File: config.mk
export PLATFORM = sky130hd
export DESIGN_NAME = fifo_lane
export DESIGN_NICKNAME = d
export VERILOG_FILES = /design/src/rtl/fifo_lane.sv
export SDC_FILE = /design/constraint.sdc
export NUM_CORES = 1
export LEC_CHECK = 0
export CAP_MARGIN = 5
export CORE_MARGIN = 2
export CORE_UTILIZATION = 55
export DETAILED_ROUTE_END_ITERATION = 12
export GPL_TIMING_DRIVEN = 0
export PLACE_DENSITY_LB_ADDON = 0.25
export SYNTH_ARGS = -nofsm -noshare
export SYNTH_HDL_FRONTEND = slang
export SYNTH_SLANG_ARGS = --single-unit
File: constraint.sdc
create_clock -name clk_f -period 3.9 [get_ports clk_f]
set_input_delay 0.78 -clock clk_f [delete_from_list [all_inputs] [get_ports clk_f]]
set_output_delay 0.78 -clock clk_f [all_outputs]
set_load 0.01 [all_outputs]
File: src/rtl/fifo_lane.sv
// -----------------------------------------------------------------------------
// fifo_lane
// Per-lane byte buffer placed directly upstream of a phy transmit lane. It
// absorbs bursty writes from the packet source, releases one byte per accepted
// pop (registered, one-cycle latency) and exports occupancy watermarks so an
// upstream arbiter can throttle. One instance per lane.
//
// Ports:
//   clk_f        in   sole clock, rising edge
//   reset_L      in   asynchronous active-low reset
//   data_in      in   byte to enqueue
//   push         in   enqueue request
//   pop          in   dequeue request
//   data_out     out  registered dequeued byte (holds when no pop)
//   valid_out    out  data_out carries a freshly dequeued byte this cycle
//   full         out  count == depth
//   empty        out  count == 0
//   almost_full  out  count >= AF_THRESH
//   almost_empty out  count <= AE_THRESH
//   error        out  sticky overflow/underflow flag, cleared only by reset
//   count        out  current occupancy, 0..depth
// -----------------------------------------------------------------------------
module fifo_lane #(
    parameter int DATA_WIDTH = 8,
    parameter int ADDR_WIDTH = 3,
    parameter int AF_THRESH  = 6,
    parameter int AE_THRESH  = 1
) (
    input  logic                  clk_f,
    input  logic                  reset_L,
    input  logic [DATA_WIDTH-1:0] data_in,
    input  logic                  push,
    input  logic                  pop,
    output logic [DATA_WIDTH-1:0] data_out,
    output logic                  valid_out,
    output logic                  full,
    output logic                  empty,
    output logic                  almost_full,
    output logic                  almost_empty,
    output logic                  error,
    output logic [ADDR_WIDTH:0]   count
);

    localparam int DEPTH = 1 << ADDR_WIDTH;
    localparam logic [ADDR_WIDTH:0] DEPTH_C = (ADDR_WIDTH+1)'(DEPTH);
    localparam logic [ADDR_WIDTH:0] AF_C    = (ADDR_WIDTH+1)'(AF_THRESH);
    localparam logic [ADDR_WIDTH:0] AE_C    = (ADDR_WIDTH+1)'(AE_THRESH);

    logic [DATA_WIDTH-1:0] mem [DEPTH];
    logic [ADDR_WIDTH-1:0] wr_ptr;
    logic [ADDR_WIDTH-1:0] rd_ptr;

    logic push_acc;
    logic pop_acc;
    logic req_rejected;

    // Acceptance is decided from the registered count only. A pop on a full
    // FIFO frees a slot in the same edge, so a simultaneous push is accepted;
    // a push on an empty FIFO never bypasses to the output, so the pop is
    // rejected.
    // NOTE: every signal assigned in always_comb gets a default first, so no
    // path can leave it unassigned and infer a latch.
    always_comb begin
        pop_acc      = 1'b0;
        push_acc     = 1'b0;
        req_rejected = 1'b0;
        pop_acc      = pop && (count != '0);
        push_acc     = push && ((count < DEPTH_C) || pop_acc);
        req_rejected = (push && !push_acc) || (pop && !pop_acc);
    end

    // Storage array: written only on accepted pushes, never reset. Its
    // contents are unobservable until written, so a reset would only cost
    // flops and routing.
    // NOTE: the memory sits in its own reset-less process; putting it under
    // the async reset would force a reset network onto every storage bit.
    always_ff @(posedge clk_f) begin
        if (push_acc) begin
            mem[wr_ptr] <= data_in;
        end
    end

    // Pointers, occupancy, output register and sticky error.
    // NOTE: sequential state uses non-blocking assignments so every register
    // samples pre-edge values regardless of statement order.
    always_ff @(posedge clk_f or negedge reset_L) begin
        if (!reset_L) begin
            wr_ptr    <= '0;
            rd_ptr    <= '0;
            count     <= '0;
            data_out  <= '0;
            valid_out <= 1'b0;
            error     <= 1'b0;
        end else begin
            if (push_acc) begin
                wr_ptr <= wr_ptr + 1'b1;   // wraps modulo depth naturally
            end

            if (pop_acc) begin
                data_out <= mem[rd_ptr];
                rd_ptr   <= rd_ptr + 1'b1;
            end
            valid_out <= pop_acc;

            case ({push_acc, pop_acc})
                2'b10:   count <= count + 1'b1;
                2'b01:   count <= count - 1'b1;
                default: count <= count;
            endcase

            if (req_rejected) begin
                error <= 1'b1;
            end
        end
    end

    // Watermarks depend on the registered count only, so they change just
    // after a clock edge and never follow the current-cycle push/pop.
    assign full         = (count == DEPTH_C);
    assign empty        = (count == '0);
    assign almost_full  = (count >= AF_C);
    assign almost_empty = (count <= AE_C);

endmodule

# == Word level (Yosys, flattened, before mapping) ==
# Memories as Yosys holds them, arrays and structs flattened. A register that Yosys moved wholly into a read port is not among the register bits.
# Index checks and enable logic that the tools add are counted.
# totals
ram_bits,64
regBits,12
out_inout_bits,18
inputBits,12
n_memories,1
elab_cells,31
# mem_list
name,depth,width,rd,rd_clocked_by_memory_dff,write_ports,line,rtl
mem,8,8,1,1,1,49,logic [DATA_WIDTH-1:0] mem [DEPTH];
# op_classes
magnitude_cmp,3
muxes,3
n_addsub,4
eq_ne,3
reduce_logical,12
# ops
op,n
$pmux W4 S2,1
$add A3 B1 Y3 const B,2
$add A4 B1 Y4 const B,1
$eq A4 B4 Y1 const B,1
$ge A4 B3 Y1 const B,1
$le A4 B1 Y1 const B,1
$logic_and A1 B1 Y1,4
$logic_not A4 Y1,1
$lt A4 B4 Y1 const B,1
$reduce_bool A4 Y1,1
$sub A4 B1 Y4 const B,1
$logic_not A1 Y1,3
$eq A2 B1 Y1 const B,1
$eq A2 B2 Y1 const B,1
$logic_or A1 B1 Y1,2
$mux W1,2
$reduce_bool A2 Y1,1

# == Logic depth before layout (Yosys ltp) ==
# Gate-level depths: netlist of run 1.
# logic_depth
word_depth,7
depth_mapped,10
mapped_depth_nobuf,9

# == Worst setup path before layout of run 1 ==
# Ideal clock, no wire load.
# synth_path
path_kind,flip-flop to flip-flop
start,register count[0]
end,register count[3]
synth_period_minus_slack_ns,2.294
t_required_ns,3.820
setup_ns,0.080
path_stages_with_launch,11
n_path_buf,1
t_arrival_ns,2.214
setup_slack_ns,1.606
path_cell_list,dfrtp_1 -> inv_1 -> ha_1 -> nor3b_2 -> nand2b_1 -> buf_4 -> inv_2 -> ha_1 -> or4b_4 -> a21oi_2 -> xnor2_1
# synth_via
elab_chain_cells,6
elab_cells_between_ends,11
classes_between,add/sub: 2; order compare: 1; eq/ne: 2; mux: 1; reduce/logical: 5
# synth_rtl
element,line,rtl
"start, declared",41,output logic [ADDR_WIDTH:0] count
"start signal, assigned",106,2'b10: count <= count + 1'b1;
"start signal, assigned",107,2'b01: count <= count - 1'b1;
"start signal, assigned",108,default: count <= count;
$reduce_bool A4 Y1 (*),67,pop_acc = pop && (count != '0);
$logic_and A1 B1 Y1 (*),67,
named net pop_acc,54,logic pop_acc;
$logic_or A1 B1 Y1,68,push_acc = push && ((count < DEPTH_C) || pop_acc);
$logic_and A1 B1 Y1,68,
$eq A2 B1 Y1 or $eq A2 B2 Y1 (tied branches),105,"case ({push_acc, pop_acc})"
$pmux W4 S2 or $reduce_bool A2 Y1 (tied branches),-,
# Mark *: on every way through the listed nets, which the timed path passes. The rest lies on a longest branch.
# A chain may end at the register's enable or synchronous reset.

# == Final worst setup path of run 1 ==
# layout_path
start,register count[1]
end,output empty
# layout_via
elab_chain_cells,1
# layout_rtl
element,line,rtl
$logic_not A4 Y1,120,assign empty = (count == '0);
"end, declared",37,"output logic empty,"
# Every way passes these cells.

==> impl_metrics.env, run 1 <==
export IMPL_final_setup_viol_count=0
export IMPL_overflow=0
export IMPL_cellLeakagePower_nw=1.44
export IMPL_r2r_slack_ns=1.40
export IMPL_cts_sinks=84
export IMPL_grt_pass1_wl_um=10100
export IMPL_synth_area_sq_mm=0.00345
export IMPL_p_per_area_mw_per_mm2=710
export IMPL_routed_wl_um=6360
export IMPL_slew_viol_final=0
export IMPL_rsz0062_at_grt="false"
export IMPL_arrival_ns=2.25
export IMPL_fin_util=0.673
export IMPL_core_area_sq_mm=0.00599
export IMPL_rr_worst_depth=10
export IMPL_yosysWarnings=0
export IMPL_grt_max_degree=21
export IMPL_clockBufferDepth=2
export IMPL_num_rows=28
export IMPL_fin_crit_sh=0.776
export IMPL_cts_tree="done"
export IMPL_chipHeight_um=83.2
export IMPL_status="finished clean"
export IMPL_firstDrtPassIters=4
export IMPL_cts_resized=0
export IMPL_ys_seq_area_frac=0.702
export IMPL_worstPathRequired_ns=3.12
export IMPL_avgSynthCellArea_sq_um=16.2
export IMPL_syn_nets=231
export IMPL_drc=0
export IMPL_antenna_left=0
export IMPL_cp_endpoint="empty"
export IMPL_cts_clk_slew_worst_paths_ns=0.09
export IMPL_die_x_um=83.2
export IMPL_drive_above_1_share=0.181
export IMPL_timing_hold_violations_final=0
export IMPL_timing_rr_start="count[0]$_DFFE_PN0P_"
export IMPL_hold_ws_ns=0.501
export IMPL_worst_setup_path_type="reg2out"
export IMPL_floorplan_initialDensity=0.576
export IMPL_via_per_inst=5.63
export IMPL_synth_seq_cells=84
export IMPL_htree_levels=3
export IMPL_vdd_drop_max_mv=0.415
export IMPL_num_io_pins=30
export IMPL_layout_min_cycle_time_ns=3.03
export IMPL_grt_pass1_vias=1951
export IMPL_cts_buffers=9
export IMPL_post_cts_buffers=0
export IMPL_cts_root_buf="clkbuf_8"
export IMPL_portBuffers=29
export IMPL_r2r_end="count[3]$_DFFE_PN0P_"
export IMPL_startpoint="count[1]$_DFFE_PN0P_"
export IMPL_end_kind="output pin"
export IMPL_antenna_found_initial=0
export IMPL_wl_per_cell_um=19.0
export IMPL_insertedDiodeCount=0
export IMPL_dr_total_vias=1887
export IMPL_fin_tns_setup_ns=0
export IMPL_gp_congestion=0.786
export IMPL_fmax_ghz=0.330
export IMPL_placed_cells=318
export IMPL_timing_max_cap_violations=0
export IMPL_hpwlAfterDp_um=4380
export IMPL_layout_common_cells="edfxtp_1 (64), clkdlybuf4s50_1 (29), dfrtp_1 (20)"
export IMPL_start_kind="flip-flop"
export IMPL_syn_inst=213
export IMPL_die_area_sq_mm=0.00693
export IMPL_crit_fanout=10
export IMPL_area_growth_pct=16.8
export IMPL_yosysUniqueCellTypes=34
export IMPL_postCtsHoldBufs=0
export IMPL_dr_first_iter_drc_count=92
export IMPL_skew_ns=0.00871
export IMPL_clk_latency_ns=0.34
export IMPL_tightest_slew_ns=1.26
export IMPL_hp_class="reg2reg"
export IMPL_instances_no_fill=335
export IMPL_nNetsFinal=273
export IMPL_mostFrequentLayoutCell="edfxtp_1"
export IMPL_track_usage=0.193
export IMPL_max_slew_margin_rel=0.152
[critical path: stages, from the launching register on]
cell and delay (ns):
dfrtp_1 0.45, inv_1 0.11, ha_1 0.21, nor3b_2 0.19
clkbuf_1 0.33, clkdlybuf4s50_1 0.61
[where the power goes]
| part | internal, mW | switching [mW] |
|---|---|---|
| Combinational | 0.526 | 0.516 |
| Sequential | 1.14 | 0.121 |
| Clock | 0.236 | 0.321 |
[layout make-up]
type	count	area (sq um)
plain buffers	9	65.1
clock buffers	10	128
clock inverters	6	47.5
fillers	417	1960
inverters	5	18.8
multi-input cells	115	952
flip-flops and latches	84	2420
well taps	75	93.8
repair buffers	31	305
[per-layer routing]
metal,vias to the layer above,GRT usage,share of wire
li1,901,-,-
met1,945,0.280,0.49
met2,39,0.287,0.47
met3,2,0.0517,0.034
met4,0,0.0581,0.0044
met5,-,0,0
[how the worst min path moves through the flow]
stage / startpoint / end / slack (ns) / cells past startpoint
CTS: error$_DFFE_PN0P_ / error$_DFFE_PN0P_ / 0.50 / 1
finish: error$_DFFE_PN0P_ / error$_DFFE_PN0P_ / 0.50 / 1
global route: error$_DFFE_PN0P_ / error$_DFFE_PN0P_ / 0.52 / 1
detailed placement: error$_DFFE_PN0P_ / error$_DFFE_PN0P_ / 0.48 / 1
floorplan: reset_L / count[0]$_DFFE_PN0P_ / 0.48 / 0
global placement: error$_DFFE_PN0P_ / error$_DFFE_PN0P_ / 0.47 / 1
[metrics by stage]
stage                     instance area [sq um]  setup slack (ns)  total power, mW
after global placement                     3840             0.562             2.29
after CTS                                  4030             0.879             2.88
after global routing                       4030             0.746             3.02
final                                      4030             0.874             2.86
after detailed placement                   3850             0.822             2.33
after floorplan                            3450              1.61             1.94
[cells in the mapped netlist]
cell type | count | share of area
xor2_1 | 2 | 0.0051
inv_2 | 1 | 0.0011
or4b_4 | 1 | 0.0040
o21ai_0 | 9 | 0.013
nand2_1 | 5 | 0.0054
clkbuf_1 | 2 | 0.0022
buf_2 | 1 | 0.0014
xnor2_1 | 6 | 0.015
o21bai_1 | 1 | 0.0022
a22o_1 | 8 | 0.020
nand4b_1 | 1 | 0.0025
nand2b_1 | 4 | 0.0072
buf_6 | 3 | 0.0098
a21oi_1 | 1 | 0.0014
ha_1 | 6 | 0.022
nor4_1 | 1 | 0.0018
buf_1 | 1 | 0.0011
dfrtp_1 | 20 | 0.14
inv_1 | 4 | 0.0043
buf_4 | 2 | 0.0043
nor2b_1 | 1 | 0.0018
mux2_4 | 1 | 0.0043
mux2_2 | 17 | 0.055
o21ai_2 | 1 | 0.0025
o31ai_1 | 8 | 0.017
nor2_1 | 6 | 0.0065
nor3_1 | 5 | 0.0072
o22ai_1 | 8 | 0.014
a21oi_2 | 1 | 0.0025
o211ai_1 | 2 | 0.0043
edfxtp_1 | 64 | 0.56
nor3b_1 | 2 | 0.0043
mux2i_1 | 17 | 0.049
nor3b_2 | 1 | 0.0036
[flip-flops by register name, summed over array words and instances, names as in the netlist]
| signal | count |
|---|---|
| mem | 64 |
| data_out | 8 |
| count | 4 |
| rd_ptr | 3 |
| wr_ptr | 3 |
| error | 1 |
| valid_out | 1 |
[cell families after synthesis]
kind of cell	count (synthesis)	synth area share
compound gates	39	0.0783
buf+inv	14	0.0243
flops	84	0.702
fa+ha+maj	6	0.0217
xor+xnor	8	0.0203
mux	35	0.109
simple gates	27	0.0446
No activity file was read; power rests on OpenSTA's default activity.
==> inputs of run 2 (changes only) <==
==> constraint.sdc (replaced) <==
create_clock -name clk_f -period 3.07 [get_ports clk_f]
set_input_delay 0.614 -clock clk_f [delete_from_list [all_inputs] [get_ports clk_f]]
set_output_delay 0.614 -clock clk_f [all_outputs]
set_load 0.01 [all_outputs]
==> results of run 2 <==
The final DEF is identical to that of run 1. Status: finished clean.
Among the figures that moved: setup slack after placement 0.822 ns -> 0.158 ns; setup slack after layout 0.874 ns -> 0.210 ns; register-to-register setup slack 1.40 ns -> 0.57 ns; total power 2.86 mW -> 3.64 mW; worst IR drop on VDD 0.415 mV -> 0.528 mV
